### src/rtl/dpe_result_collector.sv
// ---------------------------------------------------------------------------
// dpe_result_collector
//
// Collects the dot-product engine result stream and adds up i_num_chunks
// consecutive results into one matrix-vector row value, so a row may be
// longer than one DPE width. Completed rows, each tagged with a running row
// index, go into a small FIFO and leave on a valid/ready interface. The
// almost-full flag lets the upstream feeder slow down before rows are lost.
//
// Build option:
//   DPE_COLLECT_SAT_EN  defined   -> every accumulate saturates to the signed
//                                    ACCW range; extra sticky o_saturated port
//                       undefined -> two's complement wrap, no o_saturated
//
// Ports:
//   clk            in   clock
//   rst            in   asynchronous active-high reset
//   i_num_chunks   in   results per row, sampled on the first chunk of a row
//                       (0 acts as 1, values above MAX_CHUNKS clamp)
//   i_valid        in   DPE result valid (no backpressure)
//   i_result       in   DPE result, signed OPREC bits
//   o_valid        out  FIFO head holds a completed row
//   o_row          out  row sum at FIFO head (0 while o_valid is low)
//   o_row_idx      out  row index at FIFO head (0 while o_valid is low)
//   i_ready        in   downstream takes the head when o_valid & i_ready
//   o_almost_full  out  occupancy >= FIFO_DEPTH-AF_MARGIN (registered)
//   o_overflow     out  sticky, a completed row was dropped
//   o_saturated    out  sticky, an accumulate was clamped (option only)
// ---------------------------------------------------------------------------
module dpe_result_collector #(
    parameter int OPREC      = 32,
    parameter int ACCW       = 40,
    parameter int MAX_CHUNKS = 16,
    parameter int CW         = $clog2(MAX_CHUNKS) + 1,
    parameter int FIFO_DEPTH = 8,
    parameter int AF_MARGIN  = 2,
    parameter int IDXW       = 16
) (
    input  logic             clk,
    input  logic             rst,
    input  logic [CW-1:0]    i_num_chunks,
    input  logic             i_valid,
    input  logic [OPREC-1:0] i_result,
    output logic             o_valid,
    output logic [ACCW-1:0]  o_row,
    output logic [IDXW-1:0]  o_row_idx,
    input  logic             i_ready,
    output logic             o_almost_full,
    output logic             o_overflow
`ifdef DPE_COLLECT_SAT_EN
    ,
    output logic             o_saturated
`endif
);

    localparam int AW   = $clog2(FIFO_DEPTH);
    localparam int CNTW = AW + 1;

    localparam logic [CW-1:0]   N_ZERO    = {CW{1'b0}};
    localparam logic [CW-1:0]   N_ONE     = {{(CW-1){1'b0}}, 1'b1};
    localparam logic [CW-1:0]   N_MAX     = CW'(MAX_CHUNKS);
    localparam logic [AW-1:0]   PTR_ZERO  = {AW{1'b0}};
    localparam logic [AW-1:0]   PTR_ONE   = {{(AW-1){1'b0}}, 1'b1};
    localparam logic [CNTW-1:0] CNT_ZERO  = {CNTW{1'b0}};
    localparam logic [CNTW-1:0] CNT_ONE   = {{(CNTW-1){1'b0}}, 1'b1};
    localparam logic [CNTW-1:0] CNT_FULL  = CNTW'(FIFO_DEPTH);
    localparam logic [CNTW-1:0] CNT_AF    = CNTW'(FIFO_DEPTH - AF_MARGIN);
    localparam logic [ACCW-1:0] ACC_ZERO  = {ACCW{1'b0}};
    localparam logic [IDXW-1:0] IDX_ZERO  = {IDXW{1'b0}};
    localparam logic [IDXW-1:0] IDX_ONE   = {{(IDXW-1){1'b0}}, 1'b1};

    typedef enum logic [0:0] {
        S_IDLE  = 1'b0,
        S_ACCUM = 1'b1
    } state_t;

    state_t            r_state;
    state_t            w_state_nxt;

    logic [CW-1:0]     r_cnt;
    logic [CW-1:0]     r_n;
    logic [ACCW-1:0]   r_acc;
    logic [IDXW-1:0]   r_row_cnt;

    logic [CW-1:0]     w_n_new;
    logic              w_last;
    logic [ACCW-1:0]   w_acc_base;
    logic [ACCW-1:0]   w_ext;
    logic [ACCW-1:0]   w_sum;

    logic [ACCW-1:0]   r_mem_row [FIFO_DEPTH];
    logic [IDXW-1:0]   r_mem_idx [FIFO_DEPTH];
    logic [AW-1:0]     r_wr_ptr;
    logic [AW-1:0]     r_rd_ptr;
    logic [CNTW-1:0]   r_count;

    logic              w_pop;
    logic              w_full;
    logic              w_push;
    logic              w_drop;
    logic [CNTW-1:0]   w_count_nxt;
    logic [CNTW-1:0]   w_after_pop;
    logic [AW-1:0]     w_rd_ptr_nxt;
    logic              w_head_valid;
    logic [ACCW-1:0]   w_head_row;
    logic [IDXW-1:0]   w_head_idx;

    logic              r_valid;
    logic [ACCW-1:0]   r_row;
    logic [IDXW-1:0]   r_row_idx;
    logic              r_almost_full;
    logic              r_overflow;

    // Sign-extend the incoming DPE result to the accumulator width.
    assign w_ext = ACCW'($signed(i_result));

`ifdef DPE_COLLECT_SAT_EN
    logic              w_sat_hit;
    logic              r_saturated;

    // Signed add with clamp; MSB of the return value flags a clamped result.
    function automatic logic [ACCW:0] sat_add(input logic [ACCW-1:0] a,
                                              input logic [ACCW-1:0] b);
        logic [ACCW:0] s;
        logic [ACCW:0] r;
        s = {a[ACCW-1], a} + {b[ACCW-1], b};
        if (s[ACCW] != s[ACCW-1]) begin
            if (s[ACCW]) begin
                r = {1'b1, 1'b1, {(ACCW-1){1'b0}}};
            end else begin
                r = {1'b1, 1'b0, {(ACCW-1){1'b1}}};
            end
        end else begin
            r = {1'b0, s[ACCW-1:0]};
        end
        return r;
    endfunction

    assign {w_sat_hit, w_sum} = sat_add(w_acc_base, w_ext);
`else
    assign w_sum = w_acc_base + w_ext;
`endif

    // Row length for a row that starts on this cycle: 0 acts as 1, clamp to max.
    always_comb begin
        if (i_num_chunks == N_ZERO) begin
            w_n_new = N_ONE;
        end else if (i_num_chunks > N_MAX) begin
            w_n_new = N_MAX;
        end else begin
            w_n_new = i_num_chunks;
        end
    end

    // FSM state register.
    always_ff @(posedge clk or posedge rst) begin
        if (rst) begin
            r_state <= S_IDLE;
        end else begin
            r_state <= w_state_nxt;
        end
    end

    // FSM next state: a row opens on a non-final chunk, closes on its final chunk.
    always_comb begin
        w_state_nxt = r_state;
        case (r_state)
            S_IDLE: begin
                if (i_valid && !w_last) begin
                    w_state_nxt = S_ACCUM;
                end else begin
                    w_state_nxt = S_IDLE;
                end
            end
            S_ACCUM: begin
                if (w_last) begin
                    w_state_nxt = S_IDLE;
                end else begin
                    w_state_nxt = S_ACCUM;
                end
            end
            default: w_state_nxt = S_IDLE;
        endcase
    end

    // FSM outputs: adder base (fresh row starts from zero) and final-chunk detect.
    always_comb begin
        w_acc_base = ACC_ZERO;
        w_last     = 1'b0;
        case (r_state)
            S_IDLE: begin
                w_acc_base = ACC_ZERO;
                w_last     = i_valid && (w_n_new == N_ONE);
            end
            S_ACCUM: begin
                w_acc_base = r_acc;
                w_last     = i_valid && (r_cnt == (r_n - N_ONE));
            end
            default: begin
                w_acc_base = ACC_ZERO;
                w_last     = 1'b0;
            end
        endcase
    end

    // Chunk counter, latched row length and partial-row accumulator.
    always_ff @(posedge clk or posedge rst) begin
        if (rst) begin
            r_cnt <= N_ZERO;
            r_n   <= N_ZERO;
            r_acc <= ACC_ZERO;
        end else if (i_valid) begin
            if (w_last) begin
                r_cnt <= N_ZERO;
                r_acc <= ACC_ZERO;
            end else begin
                r_cnt <= r_cnt + N_ONE;
                r_acc <= w_sum;
                if (r_state == S_IDLE) begin
                    r_n <= w_n_new;
                end
            end
        end
    end

    // Row index advances on every completed row, dropped rows included.
    always_ff @(posedge clk or posedge rst) begin
        if (rst) begin
            r_row_cnt <= IDX_ZERO;
        end else if (w_last) begin
            r_row_cnt <= r_row_cnt + IDX_ONE;
        end
    end

    // FIFO control: a full FIFO still accepts a push when the head leaves this cycle.
    always_comb begin
        w_pop        = r_valid & i_ready;
        w_full       = (r_count == CNT_FULL);
        w_push       = w_last & (~w_full | w_pop);
        w_drop       = w_last & w_full & ~w_pop;
        w_after_pop  = w_pop ? (r_count - CNT_ONE) : r_count;
        w_rd_ptr_nxt = w_pop ? (r_rd_ptr + PTR_ONE) : r_rd_ptr;
        if (w_push) begin
            w_count_nxt = w_after_pop + CNT_ONE;
        end else begin
            w_count_nxt = w_after_pop;
        end
    end

    // Next head of the FIFO; a row pushed into an empty slot becomes the head directly.
    always_comb begin
        w_head_valid = (w_count_nxt != CNT_ZERO);
        w_head_row   = ACC_ZERO;
        w_head_idx   = IDX_ZERO;
        if (!w_head_valid) begin
            w_head_row = ACC_ZERO;
            w_head_idx = IDX_ZERO;
        end else if (w_after_pop == CNT_ZERO) begin
            w_head_row = w_sum;
            w_head_idx = r_row_cnt;
        end else begin
            w_head_row = r_mem_row[w_rd_ptr_nxt];
            w_head_idx = r_mem_idx[w_rd_ptr_nxt];
        end
    end

    // FIFO storage; contents are only visible through the gated head registers.
    always_ff @(posedge clk) begin
        if (w_push) begin
            r_mem_row[r_wr_ptr] <= w_sum;
            r_mem_idx[r_wr_ptr] <= r_row_cnt;
        end
    end

    // FIFO pointers and occupancy.
    always_ff @(posedge clk or posedge rst) begin
        if (rst) begin
            r_wr_ptr <= PTR_ZERO;
            r_rd_ptr <= PTR_ZERO;
            r_count  <= CNT_ZERO;
        end else begin
            if (w_push) begin
                r_wr_ptr <= r_wr_ptr + PTR_ONE;
            end
            r_rd_ptr <= w_rd_ptr_nxt;
            r_count  <= w_count_nxt;
        end
    end

    // Registered output stage: head, almost-full level and sticky status flags.
    always_ff @(posedge clk or posedge rst) begin
        if (rst) begin
            r_valid       <= 1'b0;
            r_row         <= ACC_ZERO;
            r_row_idx     <= IDX_ZERO;
            r_almost_full <= 1'b0;
            r_overflow    <= 1'b0;
        end else begin
            r_valid       <= w_head_valid;
            r_row         <= w_head_row;
            r_row_idx     <= w_head_idx;
            r_almost_full <= (w_count_nxt >= CNT_AF);
            if (w_drop) begin
                r_overflow <= 1'b1;
            end
        end
    end

`ifdef DPE_COLLECT_SAT_EN
    // Sticky record of any clamped accumulate.
    always_ff @(posedge clk or posedge rst) begin
        if (rst) begin
            r_saturated <= 1'b0;
        end else if (i_valid && w_sat_hit) begin
            r_saturated <= 1'b1;
        end
    end

    assign o_saturated = r_saturated;
`endif

    assign o_valid       = r_valid;
    assign o_row         = r_row;
    assign o_row_idx     = r_row_idx;
    assign o_almost_full = r_almost_full;
    assign o_overflow    = r_overflow;

endmodule

### config.mk
export PLATFORM = sky130hd
export DESIGN_NAME = dpe_result_collector
export DESIGN_NICKNAME = d
export VERILOG_FILES = /design/src/rtl/dpe_result_collector.sv
export SDC_FILE = /design/constraint.sdc
export NUM_CORES = 1
export LEC_CHECK = 0
export CORE_UTILIZATION = 50
export CTS_CLUSTER_DIAMETER = 120
export DETAILED_ROUTE_END_ITERATION = 8
export PLACE_DENSITY = 0.71
export SKIP_LAST_GASP = 1
export SLEW_MARGIN = 20
export SYNTH_ARGS = -nofsm -noshare
export SYNTH_HDL_FRONTEND = slang
export SYNTH_SLANG_ARGS = --single-unit
### constraint.sdc
create_clock -name clk -period 19.9 [get_ports clk]
set_clock_uncertainty 0.2 [all_clocks]
set_input_delay 3.98 -clock clk [delete_from_list [all_inputs] [get_ports clk]]
set_output_delay 3.98 -clock clk [all_outputs]
set_load 0.01 [all_outputs]
==> out/qor.yml, run 1 <==
antenna_cells: 0
core-area_um2: 49200
slew_headroom_pct: 24.7
grt_max_degree: 77
clkTransAtPathRegs_ns: 0.06
cp.buffers_inverters: 2
crit_chain: "clkdlybuf4s50_1, ha_1, inv_1, fa_1, nand2b_1, a21oi_1, o21bai_1, a2111oi_0, or2_2, a31oi_1, o21ai_1, xor2_1, o211a_1"
grt_antenna_before_repair: 0
die_y_um: 226
portBuffers: 99
cts_buffers: 58
via_count: 14300
dr.max_layer_used: "met4"
synth_seq_cells: 584
wl_per_cell_um: 24.6
cp_slowest_stage_delay_ns: 0.87
hold_path_class: "reg2reg"
async_flop_share_pct: 23.3
cts_tree: "built"
grt_setup_unrepaired: "false"
wl_met1_mm: 24.9
h-tree-depth: 2
hold_ws_ns: 0.279
post-cts-setup-buffers: 0
cp_top_family: "compound AO/OA/AOI/OAI gates"
synth_edf_count: 448
std_cell_rows: 81
ys_types: 73
crit_fanout: 10
drc: 0
grt_pass1_wl_mm: 89.8
avgViaCountPerCell: 6.01
grt.overflow.total: 0
mostFrequentLayoutCells: "448 x edfxtp_1, 136 x dfrtp_1, 111 x mux4_2"
numClockSinks: 584
clockBufferDepth: 3
fmax_ghz: 0.128
synth_cells: 1561
setup_viol: 0
maxSlewViolCount: 0
yosys_warnings: 0
vdd_drop_max_mv: 0.176
hold_viol: 0
placed_area_um2: 26800
place_inst: 2265
leakage_uw: 0.0104
crit_arrival_ns: 8.17
syn-num-nets: 1651
final_common_cell: "edfxtp_1"
met2_length_mm: 28.5
grt_pass1_vias: 14900
dieArea_um2: 51000
crit_required_ns: 20.26
fp.dieW_um: 226
cpMaxStageDelayCell: "a2111oi_0"
syn_to_final_growth_pct: 15.1
drt_wl_total_mm: 58.4
first_pass_iters: 5
maxCapViolCount: 0
syn_avg_cell_area_um2: 16.0
clockRootBuffer: "clkbuf_16"
finalSetupTns_ns: 0
seq_area_frac_synth_pct: 67.3
final_cells: 2375
critical_path_class: "in2reg"
timing.final.crit_share_pct: 39.2
cts-resized-gates: 0
endpoint_kind: "flop"
outcome: "finished clean"
synth_area_um2: 25000
ioPinCount: 100
holdBufCountCts: 0
gp_congestion: 0.919
p_per_area_nw_per_um2: 170
met3WireLength_mm: 3.07
nets: 1751
dp_hpwl_mm: 33.3
final_layout_size_suffix_gt1_share_pct: 15.7
grtUsageTotal_pct: 23.8
first_iter_violations: 1378
ant_nets: 0
tightest_slew_ns: 1.13
synthFlopType: "edfxtp_1"
start_util_pct: 50.9
clock_latency_ns: 0.63
crit_path_start_kind: "input pin"
final_area_um2: 28800
layout_min_cycle_time_ns: 7.81
worst paths after layout:
kind,to,slack (ns),cells past startpoint,from
max,o_row[26],12.09,13,i_result[0]
min,r_acc[35],0.28,1,r_acc[35]
max reg2reg,o_row[26],15.14,13,flop
min reg2reg,r_acc[35],0.28,1,r_acc[35]
max in group asynchronous,o_row[10],14.34,3,rst
min in group asynchronous,o_row[16],3.71,2,rst
where the power goes:
| part | internal [µW] | leakage (µW) | total, µW | switching, µW |
|---|---|---|---|---|
| clock | 677 | 0.000971 | 1140 | 464 |
| sequential | 1640 | 0.00566 | 1740 | 95.9 |
| combinational | 876 | 0.00379 | 2020 | 1140 |
worst register-to-register path: stages (launching register included):
cell and delay (ns):
dfrtp_1 0.52, and2_1 0.23, ha_1 0.21, inv_1 0.07, fa_1 0.43, nand2b_1 0.18, a21oi_1 0.23, o21bai_1 0.14
a2111oi_0 0.87, or2_2 0.28, a31oi_1 0.15, o21ai_1 0.19, xor2_1 0.74, o211a_1 0.28
Yosys cell counts (7+ instances only):
master | instances | share of area (%)
a211oi_1 | 52 | 1.6
a21o_1 | 30 | 0.90
a21oi_1 | 44 | 0.88
a22o_1 | 17 | 0.59
a31oi_1 | 7 | 0.17
and2_1 | 41 | 1.0
and3_1 | 17 | 0.42
buf_2 | 25 | 0.50
clkbuf_1 | 49 | 0.73
dfrtp_1 | 136 | 14
edfxtp_1 | 448 | 54
ha_1 | 48 | 2.4
inv_1 | 36 | 0.54
mux2i_1 | 43 | 1.7
mux4_2 | 111 | 10
nand2_1 | 108 | 1.6
nand2b_1 | 7 | 0.17
nand3_1 | 23 | 0.46
nand4_1 | 16 | 0.40
nor2_1 | 69 | 1.0
nor3_1 | 13 | 0.26
o21a_1 | 7 | 0.21
o21ai_0 | 28 | 0.56
o21bai_1 | 8 | 0.24
o2bb2ai_1 | 18 | 0.63
xnor2_1 | 44 | 1.5
xor2_1 | 25 | 0.87
final cells by class:
type | instances | area [µm²]
Fill cell | 3716 | 20300
Sequential cell | 584 | 16900
Multi-Input combinational cell | 856 | 7790
Clock buffer | 79 | 1620
Timing Repair Buffer | 122 | 1160
Tap cell | 664 | 831
Clock inverter | 31 | 392
Inverter | 39 | 154
state kept, by name, summed over array words and instances (netlist names), named ones only:
name / cells
r_mem_row: 320
r_mem_idx: 128
o_row: 40
r_acc: 40
o_row_idx: 16
r_row_cnt: 16
r_cnt: 5
r_n: 5
r_count: 4
r_rd_ptr: 3
r_wr_ptr: 3
o_almost_full: 1
o_overflow: 1
o_valid: 1
layer usage:
| layer | GRT usage, % | up-vias |
|---|---|---|
| met4 | 9.04 | 0 |
| met5 | 0 | - |
| met1 | 32.9 | 7430 |
| met2 | 39.0 | 461 |
| li1 | - | 6274 |
| met3 | 2.72 | 99 |
cells by family (layout without fill, tap and decap cells):
group / count (synthesis) / count (layout) / share of synthesized area [%]
DFF: 584 / 584 / 67.3
xor gates and xnor gates: 70 / 70 / 2.48
and+or+nand+nor: 325 / 325 / 6.45
muxes: 157 / 157 / 11.8
AOI/OAI and AO/OA: 255 / 255 / 7.40
buffers and inverters: 121 / 271 / 2.01
adders and majority gates: 49 / 49 / 2.48
per-stage QoR:
stage                     total power [µW]  setup WS [ns]  util [%]
after floorplan                       3140           8.90         -
after CTS                             4930          12.26      58.6
final                                 4900          12.09      58.6
after global placement                3730          11.68      54.5
after global routing                  5150          11.95      58.6
after detailed placement              3780          11.62      54.5
(Power assumes the default switching activity.)
==> run 2: changes to the inputs <==
Clock period 19.9 ns to 7.3 ns, I/O delays scaled along.
==> run 2 against run 1 <==
Critical path depth is the same. Sequential power grew to 2.7 times the previous value. Clock-buffer cell count shrank 4. Sequential cell count is the same. Combinational power grew to 2.7 times the previous value. Via count shrank 0.62%. Worst setup slack lost 9.8 ns. First-iteration DRC count shrank 3.0%. Non-clock buffer count grew 2. Register-to-register slack lost 12 ns. Power grew to 2.7 times the previous value. Core utilization is essentially flat.
==> out/qor.yml, run 2 (synthesized netlist as in run 1, its figures left out) <==
p_per_area_nw_per_um2: 462
final_common_cell: "edfxtp_1"
fp.dieW_um: 226
dieArea_um2: 51000
dp_hpwl_mm: 33.1
grt_pass1_vias: 14600
utilization_pct: 58.6
timing.final.crit_share_pct: 69.1
die_y_um: 226
clock_latency_ns: 0.63
startpoint: "i_result[0]"
final_area_um2: 28800
mostFrequentLayoutCells: "448 x edfxtp_1, 136 x dfrtp_1, 111 x mux4_2"
cp_slowest_stage_delay_ns: 0.73
drc: 0
critical_path_class: "in2reg"
setup_viol: 0
std_cell_rows: 81
ioPinCount: 100
gp_congestion: 0.908
drt_wl_total_mm: 57.0
largestRegisters: "r_mem_row (320), r_mem_idx (128)"
grt_antenna_before_repair: 0
clkTransAtPathRegs_ns: 0.06
grt.overflow.total: 0
crit_path_start_kind: "input pin"
cpMaxStageDelayCell: "a2111oi_0"
outcome: "finished clean"
wl_per_cell_um: 24.0
pre_cts_ws_ns: 1.68
clockBufferDepth: 3
cts_buffers: 57
place_inst: 2267
post-cts-setup-buffers: 0
top_register: "r_mem_row"
grt_pass1_wl_mm: 87.8
maxSlewViolCount: 0
first_pass_iters: 6
cp.buffers_inverters: 2
cpMostUsedCell: "a21oi_1"
first_iter_violations: 1337
grt_max_degree: 98
holdBufCountCts: 0
hold_path_class: "reg2reg"
syn_to_final_growth_pct: 15.2
tightest_slew_ns: 1.14
layout_min_cycle_time_ns: 5.04
nFillCells: 3714
largest_reg_flops: 320
placed_area_um2: 26800
crit_required_ns: 7.65
fmax_ghz: 0.198
nets: 1752
avgViaCountPerCell: 5.97
fin_ws_ns: 2.26
h-tree-depth: 2
grt_setup_unrepaired: "false"
antenna_cells: 0
crit_arrival_ns: 5.39
leakage_uw: 0.0104
crit_fanout: 10
grtUsageTotal_pct: 23.3
cp_top_family: "compound AO/OA/AOI/OAI gates"
final_layout_size_suffix_gt1_share_pct: 15.4
crit_chain: "clkdlybuf4s50_1, ha_1, inv_1, fa_1, nand2b_1, a21oi_1, o21bai_1, a2111oi_0, nor4_1, nor2_1, a21oi_1, xnor2_1, o211a_1"
cts_tree: "built"
clockRootBuffer: "clkbuf_16"
final_cells: 2375
vdd_drop_max_mv: 1.06
ant_nets: 0
hold_start: "r_acc[25]"
core-area_um2: 49200
hold_viol: 0
numClockSinks: 584
start_util_pct: 50.9
finalSetupTns_ns: 0
maxCapViolCount: 0
endpoint_kind: "flop"
portBuffers: 99
via_count: 14200
cts-resized-gates: 0
slew_headroom_pct: 23.3
run 2: final cells by class:
cell class / instances / area [µm²] / share of cell area, %
sequential: 584 / 16900 / 58.5
timing repair buffer: 124 / 1200 / 4.18
tap: 664 / 831 / 2.88
multi-input combinational: 856 / 7790 / 27.0
inverter: 39 / 159 / 0.551
clock buffer: 75 / 1550 / 5.36
clock inverter: 33 / 444 / 1.54
run 2: routing by layer:
layer / wire length [µm] / share of wire (%) / global-route usage (%) / vias to the layer above
li1: - / - / - / 6280
met1: 24900 / 44 / 33.3 / 7335
met2: 27000 / 47 / 36.6 / 468
met3: 3500 / 6.1 / 3.56 / 93
met4: 1580 / 2.8 / 7.66 / 0
met5: 0 / 0 / 0 / -
run 2: final timing paths:
kind	endpoint	slack, ns	cells after the start
min in group asynchronous	o_row[7]	1.15	2
min reg2reg	r_acc[25]	0.28	1
max in group asynchronous	r_acc[33]	4.59	3
max	o_row[30]	2.26	13
max reg2reg	o_row[30]	2.71	13
min	r_acc[25]	0.28	1
run 2: through the flow:
stage	hold WS, ns	power (µW)
finish	0.277	13300
global route	0.272	14000
CTS	0.264	13400
detailed placement	0.255	10300
global placement	0.263	10200
floorplan	0.246	8560
run 2: power breakdown:
part | switching [µW] | internal, µW
clock network | 1270 | 1820
logic | 3100 | 2400
registers | 255 | 4480
total | 4620 | 8700
==> run 3: changes to the inputs <==
Clock period 7.3 ns to 4.9 ns, I/O delays scaled along.
==> run 3 against run 2 <==
Non-clock buffer count grew 55. Sequential power increased by 48%. Design area increased by 1.9%. Global-route usage increased by 0.32 points. Register-to-register slack got worse by 2.1 ns. Final cell count increased by 2.4%. Critical path depth grew 1. Critical endpoint is now o_row[26]. Largest cell class unchanged. Largest power group unchanged.
==> out/qor.yml, run 3 (synthesized netlist as in run 1, its figures left out) <==
p_sw_share_pct: 34.8
grt_max_degree: 69
hold_ws_ns: 0.279
cts_buffers: 59
tightest_slew_ns: 1.05
endpoint_kind: "flop"
dieArea_um2: 51000
layout_min_cycle_time_ns: 4.41
p_seq_share_pct: 35.1
avgViaCountPerCell: 5.97
timing.final.crit_share_pct: 90.0
clkTransAtPathRegs_ns: 0.06
ioPinCount: 100
vdd_drop_max_mv: 0.686
portBuffers: 99
intPower_uw: 13000
hold_viol: 0
drc: 0
cp_top_family: "compound AO/OA/AOI/OAI gates"
timing.rr.end: "o_row[26]"
fmax_ghz: 0.227
outcome: "finished clean"
leakage_uw: 0.0107
grt_pass1_vias: 14900
start_util_pct: 50.9
mostFrequentLayoutCells: "448 x edfxtp_1, 136 x dfrtp_1, 111 x mux4_2"
cpMaxStageDelayCell: "xor2_1"
maxCapViolCount: 0
wl_per_cell_um: 23.8
crit_end: "o_row[26]"
hold_path_class: "reg2reg"
ff2ff_setup_slack_ns: 0.61
final_layout_size_suffix_gt1_share_pct: 17.6
holdBufCountCts: 0
via_count: 14500
grt_setup_unrepaired: "false"
grt_antenna_before_repair: 0
crit_chain: "clkdlybuf4s50_1, ha_1, inv_1, fa_1, nand2b_1, a21oi_1, o21bai_1, a2111oi_0, buf_4, or2_2, a31oi_1, o21ai_1, xor2_1, o211a_1"
ant_nets: 0
power_frac_comb_pct: 43.3
numClockSinks: 584
h-tree-depth: 2
core-area_um2: 49200
startpoint: "i_result[0]"
crit_path_start_kind: "input pin"
setup_viol: 0
cp.buffers_inverters: 3
first_iter_violations: 1198
maxSlewViolCount: 0
cp_num_cells: 14
fp.dieW_um: 226
final_common_cell: "edfxtp_1"
crit_fanout: 10
worst_r2r_path_depth: 14
syn_to_final_growth_pct: 17.4
crit_arrival_ns: 4.75
drt_wl_total_mm: 57.9
cts_tree: "built"
top_register: "r_mem_row"
die_y_um: 226
largestRegisters: "r_mem_row (320), r_mem_idx (128)"
nets: 1809
power_switching_uw: 6940
cp_slowest_stage_delay_ns: 0.69
p_per_area_nw_per_um2: 679
finalSetupTns_ns: 0
dp_hpwl_mm: 35.8
crit_required_ns: 5.25
antenna_cells: 0
clock_latency_ns: 0.61
slew_headroom_pct: 29.7
gp_congestion: 0.928
p_total_uw: 20000
clockBufferDepth: 3
post-cts-setup-buffers: 0
cts-resized-gates: 0
power.share.clock_pct: 21.6
grt_pass1_wl_mm: 89.6
largest_reg_flops: 320
clockRootBuffer: "clkbuf_16"
first_pass_iters: 7
critical_path_class: "in2reg"
grt.overflow.total: 0
grtUsageTotal_pct: 23.6
std_cell_rows: 81
-- run 3: worst reg2reg max path, stage by stage, from the launching register on --
cell and delay [ns]:
dfrtp_1 0.52, and2_1 0.19, ha_1 0.19, inv_1 0.07, fa_1 0.42, nand2b_1 0.19
a21oi_1 0.25, o21bai_1 0.14, a2111oi_0 0.48, buf_4 0.20, or2_2 0.13, a31oi_1 0.13
o21ai_1 0.18, xor2_1 0.69, o211a_1 0.26
-- run 3: layout make-up --
type / count / area (µm²)
clock buffers: 83 / 1630
clock inverters: 28 / 236
fillers: 3602 / 19800
inverters: 39 / 154
multi-input cells: 856 / 7790
flip-flops and latches: 584 / 16900
well taps: 664 / 831
repair buffers: 179 / 1890
-- run 3: how the worst min path moves through the flow --
stage	to	depth (start not counted)	startpoint	slack [ns]
6_report	r_acc[25]	1	r_acc[25]	0.28
5_1_grt	r_acc[23]	1	r_acc[23]	0.30
4_1_cts	r_acc[7]	1	r_acc[7]	0.28
3_5_place_dp	o_overflow	1	o_overflow	0.26
3_3_place_gp	r_acc[1]	2	r_acc[1]	0.26
2_1_floorplan	r_acc[12]	2	r_acc[12]	0.25
-- run 3: power groups by stage --
stage | Combinational, µW | Sequential (µW) | Clock [µW]
after CTS | 8690 | 7020 | 4380
after global placement | 8490 | 7100 | 0
after detailed placement | 8640 | 7100 | 0
final | 8640 | 7010 | 4310
after global routing | 9350 | 7070 | 4590
after floorplan | 5660 | 7100 | 0
-- run 3: metal layers --
metal	part of all wire (%)	GRT usage, %
met1	43	33.2
met2	50	38.8
met3	5.8	3.56
met4	1.8	5.55
met5	0	0
-- run 3: per-stage QoR --
stage	utilization [%]	std cells	cell area (µm²)	setup slack, ns
5_1_grt	59.8	2433	29400	0.206
2_1_floorplan	-	1561	25100	-1.61
6_report	59.8	2433	29400	0.491
4_1_cts	59.8	2433	29400	0.524
3_5_place_dp	56.0	2322	27500	-0.0679
3_3_place_gp	56.0	2322	27500	-0.173
